## src/rtl/uart_wb_poller_if.sv

```systemverilog
// rtl/uart_wb_poller_if.sv - Wishbone bus between the UART poller (master) and the UART (slave)
interface uart_wb_poller_if #(
    parameter int WB_DWIDTH = 32,
    parameter int WB_SWIDTH = 4
);
    logic [31:0]          o_wb_adr;
    logic [WB_SWIDTH-1:0] o_wb_sel;
    logic                 o_wb_we;
    logic [WB_DWIDTH-1:0] o_wb_dat;
    logic                 o_wb_cyc;
    logic                 o_wb_stb;
    logic [WB_DWIDTH-1:0] i_wb_dat;
    logic                 i_wb_ack;
    logic                 i_wb_err;

    modport master (
        output o_wb_adr, o_wb_sel, o_wb_we, o_wb_dat, o_wb_cyc, o_wb_stb,
        input  i_wb_dat, i_wb_ack, i_wb_err
    );

    modport slave (
        input  o_wb_adr, o_wb_sel, o_wb_we, o_wb_dat, o_wb_cyc, o_wb_stb,
        output i_wb_dat, i_wb_ack, i_wb_err
    );
endinterface

```

## src/rtl/uart_wb_poller.sv

```systemverilog
// rtl/uart_wb_poller.sv - Wishbone initiator that polls a UART flag register and moves TX/RX bytes
module uart_wb_poller #(
    parameter int          WB_DWIDTH   = 32,
    parameter int          WB_SWIDTH   = 4,
    parameter logic [31:0] UART_BASE   = 32'h1600_0000,
    parameter int          TXQ_DEPTH   = 4,
    parameter int          ACK_TIMEOUT = 16
) (
    input  logic                   i_clk,
    input  logic                   i_rst,
    input  logic                   i_tx_valid,
    input  logic [7:0]             i_tx_byte,
    output logic                   o_tx_ready,
    output logic                   o_rx_valid,
    output logic [7:0]             o_rx_byte,
    input  logic                   i_rx_ready,
    output logic                   o_err,
    uart_wb_poller_if.master       wb
);
    localparam int PW = $clog2(TXQ_DEPTH);
    localparam int CW = PW + 1;
    localparam int TW = $clog2(ACK_TIMEOUT + 1);
    localparam logic [31:0] DR_ADR = UART_BASE + 32'h00;
    localparam logic [31:0] FR_ADR = UART_BASE + 32'h18;
    localparam int FR_TXFF = 5;
    localparam int FR_RXFE = 4;

    typedef enum logic [2:0] {IDLE, GAP, POLL, WRITE_DR, READ_DR} state_t;

    state_t               state;
    state_t               state_nx;
    logic [7:0]           txq [TXQ_DEPTH];
    logic [PW-1:0]        rd_ptr;
    logic [PW-1:0]        wr_ptr;
    logic [CW-1:0]        count;
    logic [TW-1:0]        tmo_cnt;
    logic                 bus_active;
    logic                 term_ok;
    logic                 term_err;
    logic                 push;
    logic                 pop;
    logic                 q_nonempty;
    logic [31:0]          adr_c;
    logic [WB_SWIDTH-1:0] sel_c;
    logic                 we_c;
    logic [WB_DWIDTH-1:0] dat_c;
    logic                 cyc_c;
    logic                 unused_dat;

    assign unused_dat = ^wb.i_wb_dat[WB_DWIDTH-1:8];

    assign bus_active = (state == POLL) || (state == WRITE_DR) || (state == READ_DR);
    // err beats a same-cycle ack; a timeout only fires when neither arrived
    assign term_err   = bus_active && (wb.i_wb_err ||
                        (!wb.i_wb_ack && (tmo_cnt == TW'(ACK_TIMEOUT - 1))));
    assign term_ok    = bus_active && wb.i_wb_ack && !wb.i_wb_err;

    assign q_nonempty = (count != '0);
    assign o_tx_ready = (count < CW'(TXQ_DEPTH));
    assign push       = i_tx_valid && o_tx_ready;
    assign pop        = (state == WRITE_DR) && term_ok;

    always_ff @(posedge i_clk) begin
        if (i_rst) begin
            state <= IDLE;
        end else begin
            state <= state_nx;
        end
    end

    always_comb begin
        state_nx = state;
        adr_c    = '0;
        sel_c    = '0;
        we_c     = 1'b0;
        dat_c    = '0;
        cyc_c    = 1'b0;
        case (state)
            IDLE: begin
                if (q_nonempty || !o_rx_valid) begin
                    state_nx = POLL;
                end
            end
            GAP: begin
                state_nx = IDLE;
            end
            POLL: begin
                cyc_c = 1'b1;
                adr_c = FR_ADR;
                sel_c = '1;
                if (term_err) begin
                    state_nx = GAP;
                end else if (term_ok) begin
                    if (!wb.i_wb_dat[FR_RXFE] && !o_rx_valid) begin
                        state_nx = READ_DR;
                    end else if (!wb.i_wb_dat[FR_TXFF] && q_nonempty) begin
                        state_nx = WRITE_DR;
                    end else begin
                        state_nx = GAP;
                    end
                end
            end
            WRITE_DR: begin
                cyc_c = 1'b1;
                we_c  = 1'b1;
                adr_c = DR_ADR;
                sel_c = WB_SWIDTH'(1);
                dat_c = WB_DWIDTH'(txq[rd_ptr]);
                if (term_ok || term_err) begin
                    state_nx = GAP;
                end
            end
            READ_DR: begin
                cyc_c = 1'b1;
                adr_c = DR_ADR;
                sel_c = '1;
                if (term_ok || term_err) begin
                    state_nx = GAP;
                end
            end
            default: state_nx = IDLE;
        endcase
    end

    assign wb.o_wb_adr = adr_c;
    assign wb.o_wb_sel = sel_c;
    assign wb.o_wb_we  = we_c;
    assign wb.o_wb_dat = dat_c;
    assign wb.o_wb_cyc = cyc_c;
    assign wb.o_wb_stb = cyc_c;

    // Restarts on every transaction boundary, including POLL straight into a DR access
    always_ff @(posedge i_clk) begin
        if (i_rst || !bus_active || term_ok || term_err) begin
            tmo_cnt <= '0;
        end else begin
            tmo_cnt <= tmo_cnt + TW'(1);
        end
    end

    always_ff @(posedge i_clk) begin
        if (push) begin
            txq[wr_ptr] <= i_tx_byte;
        end
    end

    always_ff @(posedge i_clk) begin
        if (i_rst) begin
            rd_ptr <= '0;
            wr_ptr <= '0;
            count  <= '0;
        end else begin
            if (push) begin
                wr_ptr <= wr_ptr + PW'(1);
            end
            if (pop) begin
                rd_ptr <= rd_ptr + PW'(1);
            end
            case ({push, pop})
                2'b10:   count <= count + CW'(1);
                2'b01:   count <= count - CW'(1);
                default: count <= count;
            endcase
        end
    end

    // READ_DR is never entered while a byte is pending, so capture cannot overwrite
    always_ff @(posedge i_clk) begin
        if (i_rst) begin
            o_rx_valid <= 1'b0;
            o_rx_byte  <= 8'd0;
        end else if ((state == READ_DR) && term_ok) begin
            o_rx_valid <= 1'b1;
            o_rx_byte  <= wb.i_wb_dat[7:0];
        end else if (o_rx_valid && i_rx_ready) begin
            o_rx_valid <= 1'b0;
        end
    end

    always_ff @(posedge i_clk) begin
        if (i_rst) begin
            o_err <= 1'b0;
        end else if (term_err) begin
            o_err <= 1'b1;
        end
    end
endmodule
```

## src/flat_wrapper.sv

```systemverilog
// flat-port wrapper written by rule: the top's interface ports become plain ports
module uart_wb_poller_flat 
#(
    parameter int          WB_DWIDTH   = 32,
    parameter int          WB_SWIDTH   = 4,
    parameter logic [31:0] UART_BASE   = 32'h1600_0000,
    parameter int          TXQ_DEPTH   = 4,
    parameter int          ACK_TIMEOUT = 16
)
  (i_clk, i_rst, i_tx_valid, i_tx_byte, o_tx_ready, o_rx_valid, o_rx_byte, i_rx_ready, o_err, wb_o_wb_adr, wb_o_wb_sel, wb_o_wb_we, wb_o_wb_dat, wb_o_wb_cyc, wb_o_wb_stb, wb_i_wb_dat, wb_i_wb_ack, wb_i_wb_err);
  uart_wb_poller_if #(.WB_DWIDTH(WB_DWIDTH), .WB_SWIDTH(WB_SWIDTH)) wb_i ();
  input  logic i_clk;
  input  logic i_rst;
  input  logic i_tx_valid;
  input  logic [7:0] i_tx_byte;
  output logic o_tx_ready;
  output logic o_rx_valid;
  output logic [7:0] o_rx_byte;
  input  logic i_rx_ready;
  output logic o_err;
  output wire logic [$bits(wb_i.o_wb_adr)-1:0] wb_o_wb_adr;
  output wire logic [$bits(wb_i.o_wb_sel)-1:0] wb_o_wb_sel;
  output wire logic [$bits(wb_i.o_wb_we)-1:0] wb_o_wb_we;
  output wire logic [$bits(wb_i.o_wb_dat)-1:0] wb_o_wb_dat;
  output wire logic [$bits(wb_i.o_wb_cyc)-1:0] wb_o_wb_cyc;
  output wire logic [$bits(wb_i.o_wb_stb)-1:0] wb_o_wb_stb;
  input wire logic [$bits(wb_i.i_wb_dat)-1:0] wb_i_wb_dat;
  input wire logic [$bits(wb_i.i_wb_ack)-1:0] wb_i_wb_ack;
  input wire logic [$bits(wb_i.i_wb_err)-1:0] wb_i_wb_err;
  assign wb_o_wb_adr = wb_i.o_wb_adr;
  assign wb_o_wb_sel = wb_i.o_wb_sel;
  assign wb_o_wb_we = wb_i.o_wb_we;
  assign wb_o_wb_dat = wb_i.o_wb_dat;
  assign wb_o_wb_cyc = wb_i.o_wb_cyc;
  assign wb_o_wb_stb = wb_i.o_wb_stb;
  assign wb_i.i_wb_dat = wb_i_wb_dat;
  assign wb_i.i_wb_ack = wb_i_wb_ack;
  assign wb_i.i_wb_err = wb_i_wb_err;
  uart_wb_poller #(.WB_DWIDTH(WB_DWIDTH), .WB_SWIDTH(WB_SWIDTH), .UART_BASE(UART_BASE), .TXQ_DEPTH(TXQ_DEPTH), .ACK_TIMEOUT(ACK_TIMEOUT)) u_core (.i_clk(i_clk), .i_rst(i_rst), .i_tx_valid(i_tx_valid), .i_tx_byte(i_tx_byte), .o_tx_ready(o_tx_ready), .o_rx_valid(o_rx_valid), .o_rx_byte(o_rx_byte), .i_rx_ready(i_rx_ready), .o_err(o_err), .wb(wb_i));
endmodule
```

## config.mk

```make
export PLATFORM = sky130hd
export DESIGN_NAME = uart_wb_poller_flat
export DESIGN_NICKNAME = d
export VERILOG_FILES = /design/src/rtl/uart_wb_poller_if.sv /design/src/rtl/uart_wb_poller.sv /design/src/flat_wrapper.sv
export SDC_FILE = /design/constraint.sdc
export NUM_CORES = 1
export LEC_CHECK = 0
export ABC_AREA = 1
export CAP_MARGIN = 20
export CORE_MARGIN = 2
export CORE_UTILIZATION = 43
export DETAILED_ROUTE_END_ITERATION = 10
export PLACE_DENSITY = 0.81
export SLEW_MARGIN = 20
export SYNTH_ARGS = -nofsm -noshare
export SYNTH_HDL_FRONTEND = slang
export SYNTH_SLANG_ARGS = --single-unit
```

## constraint.sdc

```tcl
create_clock -name i_clk -period 2.14 [get_ports i_clk]
set_input_delay 0.535 -clock i_clk [delete_from_list [all_inputs] [get_ports i_clk]]
set_output_delay 0.535 -clock i_clk [all_outputs]
set_load 0.02 [all_outputs]
```

==> metrics.txt <==
Post-synth EDFFs=32; post-synthesis cell count=327; DRT iter0 DRCs=123; Cell Pwr Density=923 mW/mm^2; Final Util=0.530; Peak VDD IR=0.515 mV; Sink Count=59; io pins=128; Die Y=87.5 um; CP Class=input pin to flip-flop; gr ovfl total=0; Starting Density=0.444; Max-Cap Viols=0; via count=2,128; initial antenna violation count=0; HPWL after DPL=4010 um; # hold bufs at CTS=0; Die W=87.5 um; Startpoint Class=input pin; Setup crit end kind=flip-flop; Reg power frac=0.405; Finished Cell Area=0.00358 mm^2; wire per inst=11.3 um; CP top delay family=adder cells; placed cells=464; first-pass GRT wire length=8580 um; Place WS=-0.347 ns; postcts setup bufs=0; Clock transition at path regs=0.06 ns; slowest cell on the critical path=clkdlybuf4s50_1; clk_lat worst skew=0.33 ns; drt first pass iters=5; most common cell in the netlist=nor2_1; worst hold slack=0.458 ns; fmax=481 MHz; Final nets=449; Root Buffer=clkbuf_8; Async S/R FF share, synth=0; htree depth=3; crit path DAT=2.30 ns; Max Root-Sink Buffers=2; Final Setup Violations=0; via/cell ratio=4.43; CTS buffer count=9; # rows=30; critical path peak fanout=2; Seq/Total Area, Yosys=0.501; clock skew=0.00308 ns; Max Slew Vio Count=0; setup tns final=0 ns; pin count of the biggest net entering global routing=17; CP cell instances=clkdlybuf4s50_1 -> nand2_2 -> nor2_8 -> ha_1 -> inv_1 -> fa_1 -> a21oi_1 -> o21ai_1 -> o21ai_1 -> a21oi_1; Total Routing Usage GR=0.148; core area=0.00676 mm^2; DRC Markers=0; vias in the first global route=2,067; Netlist cell types=26; Worst Path Buf+Inv=2; ANT cells=0; Yosys warning count=0; Int Pwr=2.10 mW; Yosys top cell by area=edfxtp_1; antenna viol nets, final=0; final hold vios=0; Data required, critical path=2.36 ns; Post-synth top cells=nor2_1, buf_4, edfxtp_1; placed inst area=0.00348 mm^2; #FFs+latches synth=59; CTS tree=yes; switch share=0.365; clock share of power=0.247; Layout Cells excl Fill=480; IO Port Bufs=52; overall power=3.31 mW; Final Critical Period=2.08 ns; CP peak stage delay=0.49 ns; Synth Flop Type=edfxtp_1; post-synth top area share=0.321; Static Leak=1.59 nW; worst hold path type=flip-flop to flip-flop; share of cells above drive strength 1=0.153; gp weighted congestion=0.811; syn_area_per_cell=9.16 um^2; RSZ-0062 raised after global routing=true; crit path setup slack, layout=0.0595 ns; layout filler cell count=612; synthesized area=0.00300 mm^2; NetSw=1.21 mW; die area=0.00765 mm^2; layout overhead on the synthesized area=19.6%; Combinational Power Share=0.348; largest cells by area after synthesis=edfxtp_1, dfxtp_1, buf_4, nor2_1, o21ai_0; Final Cycle Share=0.972; status=complete, no violations; wirelength, routed=5410 um
[worst paths after layout]
| kind | endpoint | from | cells after the start | slack [ns] |
|---|---|---|---|---|
| max | u_core.count[2] | wb_i_wb_ack | 10 | 0.06 |
| min | u_core.o_err | u_core.o_err | 2 | 0.46 |
| max reg2reg | u_core.count[2] | u_core.state[1] | 11 | 0.16 |
| min reg2reg | u_core.o_err | u_core.o_err | 2 | 0.46 |
[logic make-up after synthesis]
logic type / count (synthesis) / synth area share
other cells: 1 / 0.00125
buf+inv: 94 / 0.195
fa+ha+maj: 8 / 0.0359
compound gates: 51 / 0.0864
simple gates: 112 / 0.175
flops: 59 / 0.501
xor+xnor: 2 / 0.00585
[state kept, by name, indices dropped and copies added, names as in the netlist, named ones only]
signal / cells
u_core.txq: 32
u_core.tmo_cnt: 5
u_core.o_rx_byte: 8
u_core.count: 3
u_core.wr_ptr: 2
u_core.o_rx_valid: 1
u_core.state: 3
u_core.o_err: 1
u_core.rd_ptr: 2
[layout by cell type (no fill, tap or decap), types with 2 or more instances in the layout]
master / Yosys / final
inv_2: 3 / 3
o21ai_1: 0 / 2
nand2_4: 4 / 4
ha_1: 7 / 7
clkinv_2: 0 / 3
conb_1: 1 / 51
clkbuf_8: 0 / 9
nand2_2: 4 / 4
nand2_1: 18 / 18
xor2_1: 2 / 2
buf_4: 58 / 18
edfxtp_1: 32 / 32
dfxtp_1: 27 / 26
clkdlybuf4s50_1: 0 / 32
nor2_1: 73 / 73
a21oi_1: 19 / 19
inv_1: 27 / 27
clkbuf_1: 2 / 2
clkinvlp_4: 0 / 2
o21ai_0: 31 / 29
nand3_1: 6 / 6
clkbuf_2: 0 / 7
nor2_4: 3 / 3
dlygate4sd2_1: 0 / 12
[final cells by class]
| cell class | instances | area (um^2) | share of cell area |
|---|---|---|---|
| clock inverter | 5 | 30.0 | 0.00838 |
| inverter | 31 | 119 | 0.0332 |
| clock buffer | 11 | 131 | 0.0367 |
| multi-input combinational | 224 | 1100 | 0.307 |
| sequential | 59 | 1500 | 0.419 |
| timing repair buffer | 70 | 601 | 0.168 |
| tap | 80 | 100 | 0.0279 |
[worst register-to-register path, delay by kind of cell, from the launching register on]
| family | cells | cell delay [ns] |
|---|---|---|
| fa+ha+maj | 2 | 0.58 |
| flops | 1 | 0.41 |
| compound gates | 4 | 0.40 |
| simple gates | 3 | 0.32 |
| buf+inv | 2 | 0.17 |
[layer usage]
metal / up-vias / global-route usage / part of all wire / wire, um
met4: 0 / 0.0517 / 0.011 / 62
li1: 1075 / - / - / -
met3: 7 / 0.0597 / 0.079 / 429
met5: - / 0 / 0 / 0
met2: 96 / 0.275 / 0.52 / 2830
met1: 950 / 0.147 / 0.39 / 2090
[power groups by stage]
stage	combinational, mW	sequential [mW]	clock (mW)
detailed placement	1.27	1.36	0
finish	1.15	1.34	0.819
floorplan	0.920	1.38	0
CTS	1.17	1.34	0.846
global route	1.27	1.35	0.906
global placement	1.24	1.36	0
[repair_timing]
action | CTS | global route
setup endpoints to repair | 20 | 9
cloned | 0 | 0
gates resized for setup | 27 | 13
(Power assumes the default switching activity.)
